<file path="src/rtl/stream_mux_pkg.sv">
// Shared constants and index helper for the round-robin stream multiplexer.
package stream_mux_pkg;

  localparam int unsigned CNT_W = 16;

  localparam logic MODE_RR    = 1'b0;
  localparam logic MODE_FIXED = 1'b1;

  // Channel index reached by stepping 'off' places from 'base', modulo n.
  function automatic int unsigned rot_idx(input int unsigned base,
                                          input int unsigned off,
                                          input int unsigned n);
    return (base + off) % n;
  endfunction

endpackage

</file>
<file path="src/rtl/rr_arbiter.sv">
// Combinational rotating-priority arbiter: one-hot grant to the first
// requester found scanning from ptr upwards, wrapping modulo N_CH.
module rr_arbiter
  import stream_mux_pkg::*;
#(
  parameter int unsigned N_CH  = 4,
  localparam int unsigned SEL_W = $clog2(N_CH)
) (
  input  logic [N_CH-1:0]  req,
  input  logic [SEL_W-1:0] ptr,
  output logic [N_CH-1:0]  grant
);

  // Scan requesters in rotated order and keep only the first hit.
  always_comb begin
    logic             found;
    logic [SEL_W-1:0] idx;
    grant = '0;
    found = 1'b0;
    idx   = '0;
    for (int unsigned k = 0; k < N_CH; k++) begin
      idx = SEL_W'(rot_idx(32'(ptr), k, N_CH));
      if (!found && req[idx]) begin
        grant[idx] = 1'b1;
        found      = 1'b1;
      end
    end
  end

endmodule

</file>
<file path="src/rtl/stream_mux_rr.sv">
// N-channel valid/ready stream multiplexer with a single registered output
// stage. Selection is round-robin or an external fixed select.
// Optional beat counter output enabled by defining STREAM_MUX_CNT_EN.
module stream_mux_rr
  import stream_mux_pkg::*;
#(
  parameter int unsigned N_CH   = 4,
  parameter int unsigned DATA_W = 8,
  parameter int unsigned SEL_W  = $clog2(N_CH)
) (
  input  logic                   clk,
  input  logic                   rst,
  input  logic [N_CH*DATA_W-1:0] in_data,
  input  logic [N_CH-1:0]        in_valid,
  output logic [N_CH-1:0]        in_ready,
  input  logic                   sel_mode,
  input  logic [SEL_W-1:0]       sel,
  output logic [DATA_W-1:0]      out_data,
  output logic [SEL_W-1:0]       out_ch,
  output logic                   out_valid,
  input  logic                   out_ready
`ifdef STREAM_MUX_CNT_EN
  ,
  output logic [CNT_W-1:0]       beat_cnt
`endif
);

  // Output register occupancy; the valid flag is the state.
  localparam logic StEmpty = 1'b0;
  localparam logic StFull  = 1'b1;

  logic              out_valid_q, out_valid_d;
  logic [DATA_W-1:0] out_data_q, out_data_d;
  logic [SEL_W-1:0]  out_ch_q, out_ch_d;
  logic [SEL_W-1:0]  rr_ptr_q, rr_ptr_d;

  logic [N_CH-1:0]   sel_mask;
  logic [N_CH-1:0]   arb_req;
  logic [SEL_W-1:0]  arb_ptr;
  logic [N_CH-1:0]   grant;
  logic [SEL_W-1:0]  gnt_idx;
  logic [DATA_W-1:0] gnt_data;
  logic              can_load;
  logic              load;

  // One-hot decode of sel; out-of-range sel gives an empty mask.
  always_comb begin
    sel_mask = '0;
    for (int unsigned i = 0; i < N_CH; i++) begin
      sel_mask[i] = (32'(sel) == i);
    end
  end

  // Fixed mode reuses the arbiter with only the selected request visible.
  always_comb begin
    if (sel_mode == MODE_FIXED) begin
      arb_req = in_valid & sel_mask;
      arb_ptr = sel;
    end else begin
      arb_req = in_valid;
      arb_ptr = rr_ptr_q;
    end
  end

  rr_arbiter #(
    .N_CH (N_CH)
  ) u_arb (
    .req   (arb_req),
    .ptr   (arb_ptr),
    .grant (grant)
  );

  // Encode the one-hot grant into an index and pick the granted data.
  always_comb begin
    gnt_idx  = '0;
    gnt_data = '0;
    for (int unsigned i = 0; i < N_CH; i++) begin
      if (grant[i]) begin
        gnt_idx  = SEL_W'(i);
        gnt_data = in_data[i*DATA_W +: DATA_W];
      end
    end
  end

  assign can_load = (out_valid_q == StEmpty) | out_ready;
  assign in_ready = grant & {N_CH{can_load & ~rst}};
  assign load     = |(in_valid & in_ready);

  // Next state for the output register and the round-robin pointer.
  always_comb begin
    out_valid_d = out_valid_q;
    out_data_d  = out_data_q;
    out_ch_d    = out_ch_q;
    rr_ptr_d    = rr_ptr_q;
    if (load) begin
      out_valid_d = StFull;
      out_data_d  = gnt_data;
      out_ch_d    = gnt_idx;
      if (sel_mode == MODE_RR) begin
        rr_ptr_d = SEL_W'(rot_idx(32'(gnt_idx), 1, N_CH));
      end
    end else if (out_ready) begin
      out_valid_d = StEmpty;
    end
  end

  // State registers with synchronous reset; reset drops any pending beat.
  always_ff @(posedge clk) begin
    if (rst) begin
      out_valid_q <= StEmpty;
      out_data_q  <= '0;
      out_ch_q    <= '0;
      rr_ptr_q    <= '0;
    end else begin
      out_valid_q <= out_valid_d;
      out_data_q  <= out_data_d;
      out_ch_q    <= out_ch_d;
      rr_ptr_q    <= rr_ptr_d;
    end
  end

  assign out_valid = out_valid_q;
  assign out_data  = out_data_q;
  assign out_ch    = out_ch_q;

`ifdef STREAM_MUX_CNT_EN
  logic [CNT_W-1:0] beat_cnt_q;

  // Count completed output handshakes, wrapping naturally.
  always_ff @(posedge clk) begin
    if (rst) begin
      beat_cnt_q <= '0;
    end else if (out_valid_q && out_ready) begin
      beat_cnt_q <= beat_cnt_q + 1'b1;
    end
  end

  assign beat_cnt = beat_cnt_q;
`endif

endmodule
</file>
<file path="config.mk">
export PLATFORM = sky130hd
export DESIGN_NAME = stream_mux_rr
export DESIGN_NICKNAME = d
export VERILOG_FILES = /design/src/rtl/stream_mux_pkg.sv /design/src/rtl/rr_arbiter.sv /design/src/rtl/stream_mux_rr.sv
export SDC_FILE = /design/constraint.sdc
export NUM_CORES = 1
export LEC_CHECK = 0
export CELL_PAD_IN_SITES_DETAIL_PLACEMENT = 0
export CELL_PAD_IN_SITES_GLOBAL_PLACEMENT = 2
export CORE_ASPECT_RATIO = 0.7
export CORE_MARGIN = 10
export CORE_UTILIZATION = 25
export DETAILED_ROUTE_END_ITERATION = 6
export PLACE_DENSITY = 0.89
export SLEW_MARGIN = 20
export SYNTH_ARGS = -nofsm -noshare
export SYNTH_HDL_FRONTEND = slang
export SYNTH_SLANG_ARGS = --single-unit
</file>
<file path="constraint.sdc">
create_clock -name clk -period 12.5 [get_ports clk]
set_clock_uncertainty 0.2 [all_clocks]
set_input_delay 3.75 -clock clk [delete_from_list [all_inputs] [get_ports clk]]
set_output_delay 3.75 -clock clk [all_outputs]
set_load 0.02 [all_outputs]
</file>
# ---- Word-level counts from Yosys, hierarchy flattened
# Cells that the tools add are included.
dict set report classes {
  n_reduce_logical 14
  order_cmp 8
  eq_ne 3
  mux 34
  bitwise_logic 11
  add_sub_neg 4
}
# cell count
set op_table {}
lappend op_table {{2-to-1 mux 8 bit} 4}
lappend op_table {{2-to-1 mux 4 bit} 5}
lappend op_table {{2-to-1 mux 1 bit} 14}
lappend op_table {{AND 4 bit} 3}
lappend op_table {{less-than comparator 2 x 3 -> 1 bit, second input constant} 4}
lappend op_table {{OR 4 bit} 3}
lappend op_table {{binary-select mux 1 bit (select 2 bit)} 4}
lappend op_table {{demux 1 bit (select 2 bit)} 4}
lappend op_table {{>= comparator 2 x 1 -> 1 bit, second input constant} 4}
lappend op_table {{logical AND 1 bit} 7}
lappend op_table {{2-to-1 mux 2 bit} 3}
lappend op_table {{adder 2 x 1 -> 2 bit, second input constant} 2}
lappend op_table {{adder 2 bit, second input constant} 2}
lappend op_table {{equality test 2 bit, second input constant} 2}
lappend op_table {{OR reduction 4 bit} 1}
lappend op_table {{zero test 1 bit} 3}
lappend op_table {{inverter 1 bit} 3}
lappend op_table {{equality test 2 x 1 -> 1 bit, second input constant} 1}
lappend op_table {{zero test 2 bit} 1}
lappend op_table {{AND reduction 2 bit} 1}
lappend op_table {{nonzero test 2 bit} 1}
lappend op_table {{AND 1 bit} 1}
lappend op_table {{OR 1 bit} 1}
dict set report word_totals {
  in_bits 42
  word_cells 78
  ff_bits 13
}

# ---- Depth between registers and ports, before layout
dict set report depth {
  depth_word 19
  ltp_mapped 13
}

# ---- Modules after synthesis
# Synthesis repeated with hierarchy kept, for this count alone.
dict set report hier_totals {
  hier_cells 151
  area_unflattened_um2 1487.7
}
# mod cells_per_inst instances area_per_inst_um2 seq_area_each_um2
set modules_own_cells {}
lappend modules_own_cells {stream_mux_rr 115 1 1149.9 260.2}
lappend modules_own_cells {rr_arbiter 36 1 337.8 0.0}

# ---- Least setup slack after synthesis
# OpenSTA, ideal clock, no wires.
dict set report synth_timing {
  path_type {input to output}
  start {input sel_mode}
  end {output in_ready[3]}
  required_ns 8.550
  stages 11
  n_path_buf 2
  setup_slack_ns 2.083
  t_arrival_ns 6.467
  path_cell_list {buf_6 > nand2_1 > o21a_1 > ha_1 > mux2_1 > o2bb2ai_1 > a2111oi_2 > a31oi_2 > o2111ai_2 > clkbuf_1 > nor2b_1}
}
dict set report synth_via {
  elab_chain_len 14
  elab_cells_between_ends 50
  classes_between {3 x add/sub; 8 x order compare; 25 x mux; 4 x bitwise; 10 x reduce/logical}
}
# element line
set synth_lines {}
lappend synth_lines {{start, declared} stream_mux_rr.sv:16} ;# input logic sel_mode,
lappend synth_lines {{parallel branches: the longest is 12 deep, another holds less-than comparator 2 x 3 -> 1 bit} n/a}
lappend synth_lines {{2-to-1 mux 4 bit (*)} rr_arbiter.sv:23} ;# if (!found && req[idx]) begin
lappend synth_lines {{AND 4 bit (*)} stream_mux_rr.sv:86} ;# assign in_ready = grant & {N_CH{can_load & ~rst}};
lappend synth_lines {{end, declared} stream_mux_rr.sv:15} ;# output logic [N_CH-1:0] in_ready,
# Every way passes the cells marked *. The select of a mux whose other input is x is not followed.

# ---- Final worst setup path
dict set report layout_timing {
  start {input sel_mode}
  end {output in_ready[1]}
}
# The elaborated chain is that of the path after synthesis.

==> PnR_summary.wiki <==
{| class="wikitable"
! Metric !! Value
|-
| Wire length of the first global-routing pass || 7490 um
|-
| Total net switching power || 0.0859 mW
|-
| Launching instance or port of the critical path || sel_mode
|-
| Ports || 57
|-
| Final wirelength || 4750 um
|-
| Count of final setup violators || 0
|-
| Element type at the critical path start || input port
|-
| Register-to-register path setup slack || 8.39 ns
|-
| Setup tns final || 0 ns
|-
| Switching power share of the total || 40.1%
|-
| Unrepaired setup endpoints after global routing || no
|-
| Sequential share of the synthesized area || 18.9%
|-
| Total number of vias || 1455
|-
| Start point of the worst hold path || out_data[1]$_SDFFE_PP0P_
|-
| Antenna violations before repair || 0
|-
| Area growth syn-to-layout || 48.0%
|-
| Rows || 22
|-
| Number of enable flip-flop cells after synthesis || 0
|-
| Endpoint of the most critical register-to-register path || out_data[6]$_SDFFE_PP0P_
|-
| Number of buffers on the longest clock path || 2
|-
| # clock sinks || 13
|-
| Number of nets in the final layout || 272
|-
| First drt pass iteration count || 5
|-
| Number of CTS-inserted buffers || 3
|-
| Number of max-cap violations || 0
|-
| Kind of capture point of the worst setup path || output port
|-
| Share of total power in the clock network || 17.6%
|-
| Leakage power || 0.753 nW
|-
| Antenna cells || 0
|-
| Number of design-rule violations left by the first detailed-router iteration || 89
|-
| Shortest period the worst path allows || 11.47 ns
|-
| Length in cells of the worst reg-to-reg path || 12
|-
| FFs w/ async S/R, synth || 0%
|-
| Cell count of the worst hold path || 2
|-
| Post-detail-place hpwl || 3770 um
|-
| Starting density of the core || 26.1%
|-
| Final slew viol count || 0
|-
| Slew at the pin with the worst max-slew slack || 0.736 ns
|-
| Library cell used as clock root buffer || sky130_fd_sc_hd__clkbuf_8
|-
| Internal power contribution || 0.128 mW
|-
| Cell Area, Synth || 1380 um^2
|-
| Maximum level of the CTS H-tree || 1
|-
| Tightest slew margin relative to the limit || 50.2%
|-
| Via count of the first global-routing pass || 1424
|-
| Post-route fraction of the period consumed by the critical path || 91.8%
|-
| Die Y || 82.1 um
|-
| Maximum fanout count along the critical path || 11
|-
| Drt wl/cell || 16.2 um
|-
| Number of warning messages in the yosys log || 0
|-
| Signal arrival time at the worst endpoint || 7.52 ns
|-
| Total Power Consumption || 0.214 mW
|-
| Main flop type after synthesis || sky130_fd_sc_hd__dfxtp_1
|-
| Ratio of cells with drive above 1 in the final layout || 5.88%
|-
| Setup WS post-layout || 1.03 ns
|-
| DR vias/cell || 4.97
|-
| Critical register-to-register path startpoint || rr_ptr_q[0]$_SDFFE_PP0P_
|-
| Power density cells || 105 nW/um^2
|-
| Number of hold buffers added after CTS || 0
|-
| Required time reported for the critical path endpoint || 8.55 ns
|-
| Post-synthesis sequential element count || 13
|-
| Class of the tightest hold or removal check || reg -> reg
|-
| Final hold violations || 0
|-
| Total global-route track usage || 10.4%
|-
| Latest clock arrival within the worst-skew pair || 0.24 ns
|-
| Largest net degree at the start of global routing || 22
|-
| Final global-route overflow total || 0
|-
| Floorplan die width || 109 um
|-
| VDD IR max || 0.0000330 V
|-
| Routability congestion estimate || 0.909
|-
| Result of the run || complete, no violations
|-
| Setup Fix Bufs, Post-CTS || 0
|-
| Nets in the synthesized netlist || 218
|-
| Floorplan Core Area || 5290 um^2
|-
| CTS tree || yes
|-
| Mean post-synth cell area || 8.21 um^2
|-
| Share of power burned in registers || 24.5%
|-
| Kind of critical path || in -> out
|-
| Area enclosed by the die boundary || 8930 um^2
|-
| # resized after CTS || 0
|-
| Count of unique library cells instantiated by Yosys || 44
|-
| Clock-pin slew on the worst setup and hold paths || 0.06 ns
|-
| End point of the worst hold path || out_data[1]$_SDFFE_PP0P_
|-
| Achievable Freq || 87.2 MHz
|-
| Placement Setup Slack || 1.02 ns
|-
| Number of instances in the synthesized netlist || 168
|-
| Combinational share of power || 57.9%
|-
| Number of buffers inserted by port buffering || 56
|-
| Final routed DRC violation total || 0
|-
| Remaining number of nets flagged by the antenna check after routing || 0
|}
[cell families after synthesis]
group / count (synthesis) / synth area share [%]
multiplexers: 7 / 5.35
AO/OA/AOI/OAI: 61 / 36.2
adder cells (fa/ha/maj): 8 / 7.26
flip-flops: 13 / 18.9
AND/OR/NAND/NOR: 52 / 23.6
buffers and inverters: 27 / 8.71
[state kept, by name, summed over array words and instances, names as in the netlist]
name / flops
out_valid: 1
out_ch: 2
rr_ptr_q: 2
out_data: 8
[how the worst max path moves through the flow]
stage	to	slack, ns	cells past startpoint
2_1_floorplan	in_ready[3]	2.08	11
3_3_place_gp	in_ready[1]	1.14	11
3_5_place_dp	in_ready[1]	1.02	11
4_1_cts	in_ready[1]	1.02	11
5_1_grt	in_ready[1]	0.81	11
6_report	in_ready[1]	1.03	11
[worst max-delay path, cell delays in order]
cell and delay (ns):
sky130_fd_sc_hd__clkdlybuf4s50_1 0.66, sky130_fd_sc_hd__nand2_1 0.15, sky130_fd_sc_hd__o21a_1 0.25, sky130_fd_sc_hd__ha_1 0.44, sky130_fd_sc_hd__mux2_1 0.35, sky130_fd_sc_hd__o2bb2ai_1 0.19, sky130_fd_sc_hd__nor3_1 0.26, sky130_fd_sc_hd__a31oi_2 0.23
sky130_fd_sc_hd__o2111a_1 0.47, sky130_fd_sc_hd__nor2_1 0.15, sky130_fd_sc_hd__clkdlybuf4s50_1 0.62
[cell usage in the layout (no fill, tap or decap), drive strengths merged, types with 3 or more instances in the layout]
master | synthesis | final
a21o | 8 | 8
nor2 | 5 | 5
mux2i | 4 | 4
a21oi | 3 | 3
o21ai | 13 | 13
nor3b | 9 | 9
a221oi | 16 | 16
clkbuf | 5 | 4
o2111ai | 4 | 4
dfxtp | 13 | 13
nand2b | 11 | 11
clkdlybuf4s50 | 0 | 56
ha | 8 | 8
nand3 | 9 | 9
a31oi | 3 | 3
nor2b | 5 | 5
mux2 | 3 | 3
buf | 5 | 3
inv | 17 | 17
nand2 | 4 | 4
[power by group through the flow]
stage	logic (mW)	registers (mW)	clock network, mW
2_1_floorplan	0.0711	0.0606	0
3_3_place_gp	0.124	0.0536	0
3_5_place_dp	0.124	0.0535	0
4_1_cts	0.125	0.0527	0.0397
5_1_grt	0.135	0.0535	0.0417
6_report	0.124	0.0526	0.0377
[cell usage after synthesis (2+ instances only)]
master	number	area share [%]
sky130_fd_sc_hd__o2111ai_2	2	2.2
sky130_fd_sc_hd__nor3_1	2	0.73
sky130_fd_sc_hd__o21ai_1	6	2.2
sky130_fd_sc_hd__a31oi_1	2	0.91
sky130_fd_sc_hd__mux2_1	3	2.4
sky130_fd_sc_hd__a21oi_1	3	1.1
sky130_fd_sc_hd__nand3_1	9	3.3
sky130_fd_sc_hd__nor2b_1	5	2.3
sky130_fd_sc_hd__nand2_1	4	1.1
sky130_fd_sc_hd__nor2_1	5	1.4
sky130_fd_sc_hd__dfxtp_1	13	19
sky130_fd_sc_hd__inv_1	17	4.6
sky130_fd_sc_hd__buf_2	3	1.1
sky130_fd_sc_hd__a221oi_1	16	10
sky130_fd_sc_hd__nor3b_1	9	4.9
sky130_fd_sc_hd__mux2i_1	4	2.9
sky130_fd_sc_hd__o21ai_0	7	2.5
sky130_fd_sc_hd__o21a_1	2	1.1
sky130_fd_sc_hd__clkbuf_1	5	1.4
sky130_fd_sc_hd__nand3b_1	2	1.1
sky130_fd_sc_hd__nand2b_1	11	5.0
sky130_fd_sc_hd__a21o_1	8	4.4
sky130_fd_sc_hd__ha_1	8	7.3
sky130_fd_sc_hd__buf_6	2	1.6
[per-layer routing]
metal  share of wire (%)  vias to the layer above  track usage (%)
met5                   0                        -                0
met1                  48                      661             13.7
met4                0.72                        0             1.71
li1                    -                      739                -
met2                  44                       53             16.4
met3                 7.2                        2             3.40
[stage by stage]
stage | hold slack, ns | cell area (um^2) | utilization, % | instances
5_1_grt | 0.295 | 2040 | 38.6 | 293
2_1_floorplan | 0.331 | 1380 | - | 168
4_1_cts | 0.269 | 2040 | 38.6 | 293
3_5_place_dp | 0.259 | 2000 | 37.8 | 289
3_3_place_gp | 0.257 | 2000 | 37.8 | 289
6_report | 0.264 | 2040 | 38.6 | 293
[cell type report]
class                   count  area [um^2]
multi-input cells         128          998
flip-flops and latches     13          260
repair buffers             59          583
fillers                   551         3240
inverters                  17         63.8
clock buffers               4         45.0
well taps                  72         90.1
Power figures use the tool's default switching activity.
